[src/rtl/mem_arbiter_if.sv]
// Bundle of the I-fetch, load/store and mem-side signals around mem_arbiter.
// The arbiter uses the slave modport; the requesters plus the memory use master.
interface mem_arbiter_if #(parameter int BUS_WIDTH = 32);
  logic                 i_req;
  logic [BUS_WIDTH-1:0] i_addr;
  logic                 i_gnt;
  logic                 i_rvalid;
  logic [BUS_WIDTH-1:0] i_rdata;
  logic                 i_err;

  logic                 d_req;
  logic                 d_we;
  logic [BUS_WIDTH-1:0] d_addr;
  logic [BUS_WIDTH-1:0] d_wdata;
  logic [1:0]           d_size;
  logic                 d_sx;
  logic                 d_gnt;
  logic                 d_rvalid;
  logic [BUS_WIDTH-1:0] d_rdata;
  logic                 d_err;

  logic [BUS_WIDTH-1:0] m_addr;
  logic [BUS_WIDTH-1:0] m_wdata;
  logic                 m_wr_en;
  logic [1:0]           m_size;
  logic                 m_sz_ex;
  logic [BUS_WIDTH-1:0] m_rdata;

  modport slave (
    input  i_req, i_addr, d_req, d_we, d_addr, d_wdata, d_size, d_sx, m_rdata,
    output i_gnt, i_rvalid, i_rdata, i_err,
    output d_gnt, d_rvalid, d_rdata, d_err,
    output m_addr, m_wdata, m_wr_en, m_size, m_sz_ex
  );

  modport master (
    output i_req, i_addr, d_req, d_we, d_addr, d_wdata, d_size, d_sx, m_rdata,
    input  i_gnt, i_rvalid, i_rdata, i_err,
    input  d_gnt, d_rvalid, d_rdata, d_err,
    input  m_addr, m_wdata, m_wr_en, m_size, m_sz_ex
  );
endinterface

[src/rtl/mem_arbiter.sv]
// Shares one byte-addressable mem between instruction fetch (I) and load/store (D).
// Default: D-priority with MAX_BURST starvation guard; define ARB_ROUND_ROBIN_EN for alternation.
module mem_arbiter #(
  parameter int BUS_WIDTH = 32,
  parameter int MEM_BYTES = 256,
  parameter int MAX_BURST = 4
) (
  input  logic          clk,
  input  logic          rst,
  mem_arbiter_if.slave  bus
);

  localparam logic [BUS_WIDTH:0] LIMIT = (BUS_WIDTH+1)'(MEM_BYTES);

  // Range check is done one bit wider so addresses near the top cannot wrap.
  function automatic logic acc_err(input logic [BUS_WIDTH-1:0] addr, input logic [1:0] size);
    logic             mis;
    logic [BUS_WIDTH:0] nb;
    mis = 1'b0;
    nb  = (BUS_WIDTH+1)'(4);
    case (size)
      2'b00:   nb = (BUS_WIDTH+1)'(1);
      2'b01:   begin nb = (BUS_WIDTH+1)'(2); mis = addr[0]; end
      2'b10:   mis = |addr[1:0];
      default: mis = 1'b1;
    endcase
    acc_err = mis | (({1'b0, addr} + nb) > LIMIT);
  endfunction

  logic i_err_c, d_err_c;
  logic i_win, d_win;

  assign i_err_c = acc_err(bus.i_addr, 2'b10);
  assign d_err_c = acc_err(bus.d_addr, bus.d_size);

`ifdef ARB_ROUND_ROBIN_EN
  // rr_i_q=1 means I is preferred on the next contended cycle.
  logic rr_i_q, rr_i_d;

  always_comb begin
    i_win  = bus.i_req;
    d_win  = bus.d_req;
    if (bus.i_req && bus.d_req) begin
      i_win = rr_i_q;
      d_win = !rr_i_q;
    end
    rr_i_d = rr_i_q;
    if (i_win)      rr_i_d = 1'b0;
    else if (d_win) rr_i_d = 1'b1;
  end

  always_ff @(posedge clk or negedge rst) begin
    if (!rst) rr_i_q <= 1'b1;
    else      rr_i_q <= rr_i_d;
  end
`else
  localparam int CW = $clog2(MAX_BURST + 1);
  logic [CW-1:0] burst_q, burst_d;

  // burst counts D grants taken while I was waiting.
  always_comb begin
    i_win = bus.i_req;
    d_win = bus.d_req;
    if (bus.i_req && bus.d_req) begin
      i_win = (burst_q == CW'(MAX_BURST));
      d_win = !i_win;
    end
    burst_d = burst_q;
    if (i_win || (!bus.i_req && bus.d_req)) burst_d = '0;
    else if (d_win)                          burst_d = burst_q + 1'b1;
  end

  always_ff @(posedge clk or negedge rst) begin
    if (!rst) burst_q <= '0;
    else      burst_q <= burst_d;
  end
`endif

  assign bus.i_gnt = rst & i_win;
  assign bus.d_gnt = rst & d_win;

  always_comb begin
    bus.m_addr  = '0;
    bus.m_wdata = '0;
    bus.m_wr_en = 1'b0;
    bus.m_size  = 2'b10;
    bus.m_sz_ex = 1'b0;
    if (bus.i_gnt) begin
      bus.m_addr = bus.i_addr;
    end else if (bus.d_gnt) begin
      bus.m_addr  = bus.d_addr;
      bus.m_wdata = bus.d_wdata;
      bus.m_wr_en = bus.d_we & !d_err_c;
      bus.m_size  = bus.d_size;
      bus.m_sz_ex = bus.d_sx;
    end
  end

  logic                 i_rvalid_q, i_rvalid_d, i_err_q, i_err_d;
  logic                 d_rvalid_q, d_rvalid_d, d_err_q, d_err_d;
  logic [BUS_WIDTH-1:0] i_rdata_q, i_rdata_d, d_rdata_q, d_rdata_d;

  always_comb begin
    i_rvalid_d = bus.i_gnt;
    i_err_d    = bus.i_gnt & i_err_c;
    i_rdata_d  = (bus.i_gnt && !i_err_c) ? bus.m_rdata : '0;
    d_rvalid_d = bus.d_gnt;
    d_err_d    = bus.d_gnt & d_err_c;
    d_rdata_d  = (bus.d_gnt && !d_err_c && !bus.d_we) ? bus.m_rdata : '0;
  end

  always_ff @(posedge clk or negedge rst) begin
    if (!rst) begin
      i_rvalid_q <= 1'b0;
      i_err_q    <= 1'b0;
      i_rdata_q  <= '0;
      d_rvalid_q <= 1'b0;
      d_err_q    <= 1'b0;
      d_rdata_q  <= '0;
    end else begin
      i_rvalid_q <= i_rvalid_d;
      i_err_q    <= i_err_d;
      i_rdata_q  <= i_rdata_d;
      d_rvalid_q <= d_rvalid_d;
      d_err_q    <= d_err_d;
      d_rdata_q  <= d_rdata_d;
    end
  end

  assign bus.i_rvalid = i_rvalid_q;
  assign bus.i_err    = i_err_q;
  assign bus.i_rdata  = i_rdata_q;
  assign bus.d_rvalid = d_rvalid_q;
  assign bus.d_err    = d_err_q;
  assign bus.d_rdata  = d_rdata_q;

endmodule
[src/flat_wrapper.sv]
// flat-port wrapper written by rule: the top's interface ports become plain ports
module mem_arbiter_flat 
#(
  parameter int BUS_WIDTH = 32,
  parameter int MEM_BYTES = 256,
  parameter int MAX_BURST = 4
)
  (clk, rst, bus_i_req, bus_i_addr, bus_d_req, bus_d_we, bus_d_addr, bus_d_wdata, bus_d_size, bus_d_sx, bus_m_rdata, bus_i_gnt, bus_i_rvalid, bus_i_rdata, bus_i_err, bus_d_gnt, bus_d_rvalid, bus_d_rdata, bus_d_err, bus_m_addr, bus_m_wdata, bus_m_wr_en, bus_m_size, bus_m_sz_ex);
  mem_arbiter_if #(.BUS_WIDTH(BUS_WIDTH)) bus_i ();
  input  logic clk;
  input  logic rst;
  input wire logic [$bits(bus_i.i_req)-1:0] bus_i_req;
  input wire logic [$bits(bus_i.i_addr)-1:0] bus_i_addr;
  input wire logic [$bits(bus_i.d_req)-1:0] bus_d_req;
  input wire logic [$bits(bus_i.d_we)-1:0] bus_d_we;
  input wire logic [$bits(bus_i.d_addr)-1:0] bus_d_addr;
  input wire logic [$bits(bus_i.d_wdata)-1:0] bus_d_wdata;
  input wire logic [$bits(bus_i.d_size)-1:0] bus_d_size;
  input wire logic [$bits(bus_i.d_sx)-1:0] bus_d_sx;
  input wire logic [$bits(bus_i.m_rdata)-1:0] bus_m_rdata;
  output wire logic [$bits(bus_i.i_gnt)-1:0] bus_i_gnt;
  output wire logic [$bits(bus_i.i_rvalid)-1:0] bus_i_rvalid;
  output wire logic [$bits(bus_i.i_rdata)-1:0] bus_i_rdata;
  output wire logic [$bits(bus_i.i_err)-1:0] bus_i_err;
  output wire logic [$bits(bus_i.d_gnt)-1:0] bus_d_gnt;
  output wire logic [$bits(bus_i.d_rvalid)-1:0] bus_d_rvalid;
  output wire logic [$bits(bus_i.d_rdata)-1:0] bus_d_rdata;
  output wire logic [$bits(bus_i.d_err)-1:0] bus_d_err;
  output wire logic [$bits(bus_i.m_addr)-1:0] bus_m_addr;
  output wire logic [$bits(bus_i.m_wdata)-1:0] bus_m_wdata;
  output wire logic [$bits(bus_i.m_wr_en)-1:0] bus_m_wr_en;
  output wire logic [$bits(bus_i.m_size)-1:0] bus_m_size;
  output wire logic [$bits(bus_i.m_sz_ex)-1:0] bus_m_sz_ex;
  assign bus_i.i_req = bus_i_req;
  assign bus_i.i_addr = bus_i_addr;
  assign bus_i.d_req = bus_d_req;
  assign bus_i.d_we = bus_d_we;
  assign bus_i.d_addr = bus_d_addr;
  assign bus_i.d_wdata = bus_d_wdata;
  assign bus_i.d_size = bus_d_size;
  assign bus_i.d_sx = bus_d_sx;
  assign bus_i.m_rdata = bus_m_rdata;
  assign bus_i_gnt = bus_i.i_gnt;
  assign bus_i_rvalid = bus_i.i_rvalid;
  assign bus_i_rdata = bus_i.i_rdata;
  assign bus_i_err = bus_i.i_err;
  assign bus_d_gnt = bus_i.d_gnt;
  assign bus_d_rvalid = bus_i.d_rvalid;
  assign bus_d_rdata = bus_i.d_rdata;
  assign bus_d_err = bus_i.d_err;
  assign bus_m_addr = bus_i.m_addr;
  assign bus_m_wdata = bus_i.m_wdata;
  assign bus_m_wr_en = bus_i.m_wr_en;
  assign bus_m_size = bus_i.m_size;
  assign bus_m_sz_ex = bus_i.m_sz_ex;
  mem_arbiter #(.BUS_WIDTH(BUS_WIDTH), .MEM_BYTES(MEM_BYTES), .MAX_BURST(MAX_BURST)) u_core (.clk(clk), .rst(rst), .bus(bus_i));
endmodule
[config.mk]
export PLATFORM = sky130hd
export DESIGN_NAME = mem_arbiter_flat
export DESIGN_NICKNAME = d
export VERILOG_FILES = /design/src/rtl/mem_arbiter_if.sv /design/src/rtl/mem_arbiter.sv /design/src/flat_wrapper.sv
export SDC_FILE = /design/constraint.sdc
export NUM_CORES = 1
export LEC_CHECK = 0
export ABC_AREA = 1
export CAP_MARGIN = 20
export CORE_ASPECT_RATIO = 1.5
export CORE_MARGIN = 5
export CORE_UTILIZATION = 43
export DETAILED_ROUTE_END_ITERATION = 12
export GPL_TIMING_DRIVEN = 0
export HOLD_SLACK_MARGIN = 0.1
export MAX_ROUTING_LAYER = met4
export PLACE_DENSITY = 0.83
export SYNTH_ARGS = -nofsm -noshare
export SYNTH_HDL_FRONTEND = slang
export SYNTH_SLANG_ARGS = --single-unit
[constraint.sdc]
create_clock -name clk -period 5 [get_ports clk]
set_input_delay 1 -clock clk [delete_from_list [all_inputs] [get_ports clk]]
set_output_delay 1 -clock clk [all_outputs]
set_load 0.02 [all_outputs]
Word level (Yosys, flattened, before mapping)
Index checks and enable logic that the tools add are counted.
{"block": "word_totals", "ff_bits": 71, "inputBits": 136, "out_inout_bits": 138, "wordCells": 55}
{"block": "classes", "n_addsub": 3, "order_cmp": 2, "n_eq_ne": 3, "mux": 18, "bitwise": 7, "n_reduce_logical": 15}
{"cell": "two-way mux 32 bit", "n": 6}
{"cell": "> comparator 33 x 9 -> 1 bit, second input constant", "n": 2}
{"cell": "adder 32 x 3 -> 33 bit", "n": 1}
{"cell": "adder 32 x 3 -> 33 bit, second input constant", "n": 1}
{"cell": "two-way mux 1 bit", "n": 6}
{"cell": "two-way mux 3 bit", "n": 2}
{"cell": "case mux 3 bit (2 select lines)", "n": 1}
{"cell": "bitwise AND 1 bit", "n": 5}
{"cell": "logical AND 1 bit", "n": 5}
{"cell": "logical NOT 1 bit", "n": 5}
{"cell": "two-way mux 2 bit", "n": 2}
{"cell": "OR reduction 2 bit", "n": 2}
{"cell": "adder 3 x 1 -> 3 bit, second input constant", "n": 1}
{"cell": "equality test 3 bit, second input constant", "n": 1}
{"cell": "case mux 1 bit (3 select lines)", "n": 1}
{"cell": "equality test 2 x 1 -> 1 bit, second input constant", "n": 1}
{"cell": "equality test 2 bit, second input constant", "n": 1}
{"cell": "logical NOT 2 bit", "n": 1}
{"cell": "bitwise OR 1 bit", "n": 2}
{"cell": "nonzero test 2 bit", "n": 1}
{"cell": "logical OR 1 bit", "n": 1}

Longest topological paths before layout
{"block": "depth", "ltp_word": 9, "ltp_mapped": 17, "mapped_depth_nobuf": 16}

Worst setup path before layout
OpenSTA, ideal clock, no wires.
{"block": "synth_timing", "path_type": "input port to output port", "startpoint": "in bus_d_size[1]", "endpoint": "out bus_m_wr_en", "arrival_time_ps": 2977, "t_required_ps": 4000, "slack_ps": 1023, "cell_stages": 13, "n_path_buf": 0, "cell_sequence": "nor2_1 ha_1 fa_1 or2_2 nor2_1 nand3_1 nand2_1 nand2_1 nor2_1 nand3_1 nor2_4 nand3_1 nor2_1"}
{"block": "synth_via", "elab_chain_cells": 9, "elab_cells_between_ends": 12, "classes_between": "add/sub: 1; order compare: 1; eq/ne: 2; mux: 4; bitwise: 2; reduce/logical: 2"}
{"item": "from (decl)", "line": "flat_wrapper.sv:18", "rtl": "input wire logic [$bits(bus_i.d_size)-1:0] bus_d_size;"}
{"item": "equality test 2 x 1 -> 1 bit / logical NOT 2 bit (equally long branches)", "line": "mem_arbiter.sv:21", "rtl": "case (size)"}
{"item": "case mux 3 bit (2 select lines)", "line": "mem_arbiter.sv:21"}
{"item": "adder 32 x 3 -> 33 bit", "line": "mem_arbiter.sv:27", "rtl": "acc_err = mis | (({1'b0, addr} + nb) > LIMIT);"}
{"item": "> comparator 33 x 9 -> 1 bit", "line": "mem_arbiter.sv:27"}
{"item": "bitwise OR 1 bit (*)", "line": "mem_arbiter.sv:27"}
{"item": "logical NOT 1 bit (*)", "line": "mem_arbiter.sv:93", "rtl": "bus.m_wr_en = bus.d_we & !d_err_c;"}
{"item": "bitwise AND 1 bit (*)", "line": "mem_arbiter.sv:93"}
{"item": "two-way mux 1 bit (*)", "line": "mem_arbiter.sv:90", "rtl": "end else if (bus.d_gnt) begin"}
{"item": "two-way mux 1 bit (*)", "line": "mem_arbiter.sv:88", "rtl": "if (bus.i_gnt) begin"}
{"item": "to (decl)", "line": "flat_wrapper.sv:31", "rtl": "output wire logic [$bits(bus_i.m_wr_en)-1:0] bus_m_wr_en;"}
Mark *: on every way between the ends. The rest lies on a longest branch, timed or not.

Worst setup path in the final report
Same ends and word-level chain as after synthesis.

==> impl_metrics.yaml <==
outcome:
  status: "finished clean"
clock_tree:
  ctsHoldBuffers: 0
  numCtsBuffers: 9
  clock_sinks: 71
  clkTransAtPathRegs_ns: 0.05
  cts_tree: "built"
  cts_root_buf: "clkbuf_16"
  ctsLongestPathBuffers: 2
  cts-htree-levels: 3
  clkLatencyLatePin_ns: 0.33
synth:
  synthDistinctLibCells: 33
  ys_ff_latch: 71
  syn_nets: 946
  netlist_area_sq_um: 5100
  yosys_warnings: 0
  synth_top_area_share_pct: 34.8
  synthTopCellsByArea: "dfrtp_1 (35%), nand2_1 (15%), inv_1 (12%)"
  syn_area_per_cell_sq_um: 6.35
  yosys.area.top_type: "dfrtp_1"
  synthCells: 804
  ys_seq_area_share_pct: 34.8
detailed_routing:
  firstDrtPassIters: 5
  drt-initial-drc-count: 307
  drc: 0
  vias_per_cell: 4.91
  wl_per_cell_um: 16.1
  wl_um: 20000
  vias: 6100
  antenna_left: 0
layout:
  fin_nets: 1230
  mostFrequentLayoutCell: "clkdlybuf4s50_1"
  final_cell_mix: "clkdlybuf4s50_1 (271), nand2_1 (200), inv_1 (161), nor2_1 (141), dfrtp_1 (71)"
  fin_area_sq_um: 8340
  fillers: 989
  syn2layout_area_growth_pct: 63.4
  diodes: 0
  drive_gt1_share_pct: 8.24
worst_setup_path:
  critical_path_buf_inv_count: 2
  critPathKind: "in -> out"
  start_kind: "primary input"
  cp.required_ns: 4.00
  ff2ff_path_depth: 11
  arrival_ns: 3.86
  rr_startpoint: "u_core.burst_q[0]"
  cp-startpoint: "bus_d_size[1]"
  path_depth: 15
  critical_path.top_delay_family: "simple AND/OR/NAND/NOR gates"
  r2r_slack_ns: 2.31
  worstReg2RegEnd: "u_core.bus.i_rdata[25]"
  slowest_stage: "clkdlybuf4s50_1"
  path_cells: "clkdlybuf4s50_1 -> nor2_1 -> ha_2 -> fa_2 -> or2_2 -> nor2_1 -> nand3_1 -> nand2_1 -> nand2_1 -> nor2_1 -> nand3_1 -> nor2_4 -> nand3_1 -> nor2_2 -> buf_4"
  crit_end: "bus_m_wr_en"
  worstPathMaxFanout: 5
  endpoint_kind: "output pin"
  slowest_delay_ns: 0.47
die:
  core-area_sq_um: 11600
  io_pins: 274
  die_area_sq_um: 14200
  die_x_um: 99.0
  num_rows: 48
  die_h_um: 143
  initial_core_util_pct: 44.0
global_routing:
  grt_pass1_vias: 6236
  antenna_found_initial: 0
  grtUsageTotal_pct: 29.2
  grt_pass1_wl_um: 31500
  grt_overflow: 0
  grt_start_max_net_pins: 74
placement:
  pre_cts_ws_ns: -0.299
  gp_congestion: 1.06
  place_area_sq_um: 8020
  portBuffers: 273
  dp_hpwl_um: 16500
sta:
  fin_crit_ns: 4.86
  layout_setup_ws_ns: 0.141
  slew_headroom_pct: 41.4
  tns_ns: 0
  fin_crit_sh_pct: 97.2
  finalClockSkew_ns: 0.00676
  setup_viol: 0
  fmax_ghz: 0.206
  hold_viol_final: 0
  maxSlewViolCount: 0
  worstMarginPinSlew_ns: 0.879
power_and_ir_drop:
  peakVddDrop_mv: 0.179
  power.total_uw: 1650
  p_leak_uw: 0.00416
  switching_share_pct: 28.1
  p_clk_share_pct: 39.6
  p_comb_share_pct: 25.2
  p_int_uw: 1180
  pwr-share-seq_pct: 35.2
  switchingPower_uw: 463
  power_density_nw_per_um2: 197
job:
  maxCapViolations: 0
worst_hold_path:
  hp-class: "reg -> reg"
worst reg2reg max path, cell delays in order, from the launching register on:
cell,delay (ns)
dfrtp_1,0.38
inv_1,0.06
ha_1,0.20
nand2_1,0.06
inv_1,0.04
nor3_1,0.20
inv_1,0.10
nand3_1,0.38
clkinv_1,0.49
nand4_2,0.30
buf_2,0.25
nor2_1,0.10
routing by layer:
layer | wire [um] | global-route usage, % | vias to the layer above
met5 | 0 | - | -
met2 | 10500 | 52.4 | 282
met3 | 1220 | 4.03 | 66
li1 | - | - | 3008
met1 | 7420 | 31.8 | 2744
met4 | 920 | 13.6 | 0
sequential cells by signal (all words and copies together), names as in the netlist:
| signal | flops |
|---|---|
| u_core.bus.i_rdata | 32 |
| u_core.bus.i_rvalid | 1 |
| u_core.bus.d_rdata | 32 |
| u_core.bus.i_err | 1 |
| u_core.burst_q | 3 |
| u_core.bus.d_rvalid | 1 |
| u_core.bus.d_err | 1 |
kinds of logic after synthesis:
group | synth area share [%]
and+or+nand+nor | 41.7
buffers and inverters | 14.0
DFF | 34.8
AOI/OAI and AO/OA | 6.30
xor gates and xnor gates | 1.54
adders and majority gates | 1.62
how the worst min path moves through the flow:
stage	slack, ns	depth (start not counted)	end	from
global placement	0.51	1	u_core.burst_q[0]	u_core.burst_q[0]
finish	0.54	1	u_core.burst_q[0]	u_core.burst_q[0]
CTS	0.54	1	u_core.burst_q[0]	u_core.burst_q[0]
detailed placement	0.53	1	u_core.burst_q[0]	u_core.burst_q[0]
floorplan	0.49	1	u_core.burst_q[0]	u_core.burst_q[0]
global route	0.59	2	u_core.burst_q[2]	u_core.burst_q[2]
cell type report:
class	count	area [sq um]	share of cell area [%]
buffer	16	86.3	1.04
clock buffer	11	253	3.03
clock inverter	4	53.8	0.645
inverter	168	631	7.56
multi-input combinational	549	2620	31.5
sequential	71	1780	21.3
tap	150	188	2.25
timing repair buffer	273	2730	32.7
power by group through the flow:
stage	logic (uW)	registers (uW)	clock network, uW
finish	414	580	652
global route	449	580	682
CTS	413	580	658
detailed placement	409	590	0
global placement	407	590	0
floorplan	167	592	0
synthesized netlist by cell type:
library cell,instances
nand3b_1,3
nor2_4,5
inv_2,6
a21oi_1,4
nand4_1,11
xnor2_1,1
buf_2,3
nand2_2,5
nand2_1,200
or2_2,2
xor2_1,8
dfrtp_1,71
a22o_1,3
nor3_1,13
nand4_2,1
ha_1,5
buf_6,3
clkinv_1,1
nand4_4,1
fa_1,1
clkbuf_1,10
o21ai_0,20
nand2_4,1
o21ai_1,2
nand3_2,1
nor2_1,144
inv_1,161
nor2_8,1
nor2_2,39
a31oi_1,2
nand3_1,52
o2111ai_1,1
o22ai_1,23
per-stage QoR:
step / hold slack (ns) / util, % / instances
floorplan: 0.485 / - / 804
global placement: 0.515 / 69.2 / 1227
detailed placement: 0.528 / 69.2 / 1227
CTS: 0.538 / 71.9 / 1242
global route: 0.589 / 71.9 / 1242
finish: 0.538 / 71.9 / 1242
repair_timing:
item | in CTS | in global routing
buffers inserted | 0 | 0
cloned | 0 | 0
resized for setup | 3 | 7
endpoints found under the setup margin | 1 | 1
Note: power is estimated with default switching activity, not from simulation.
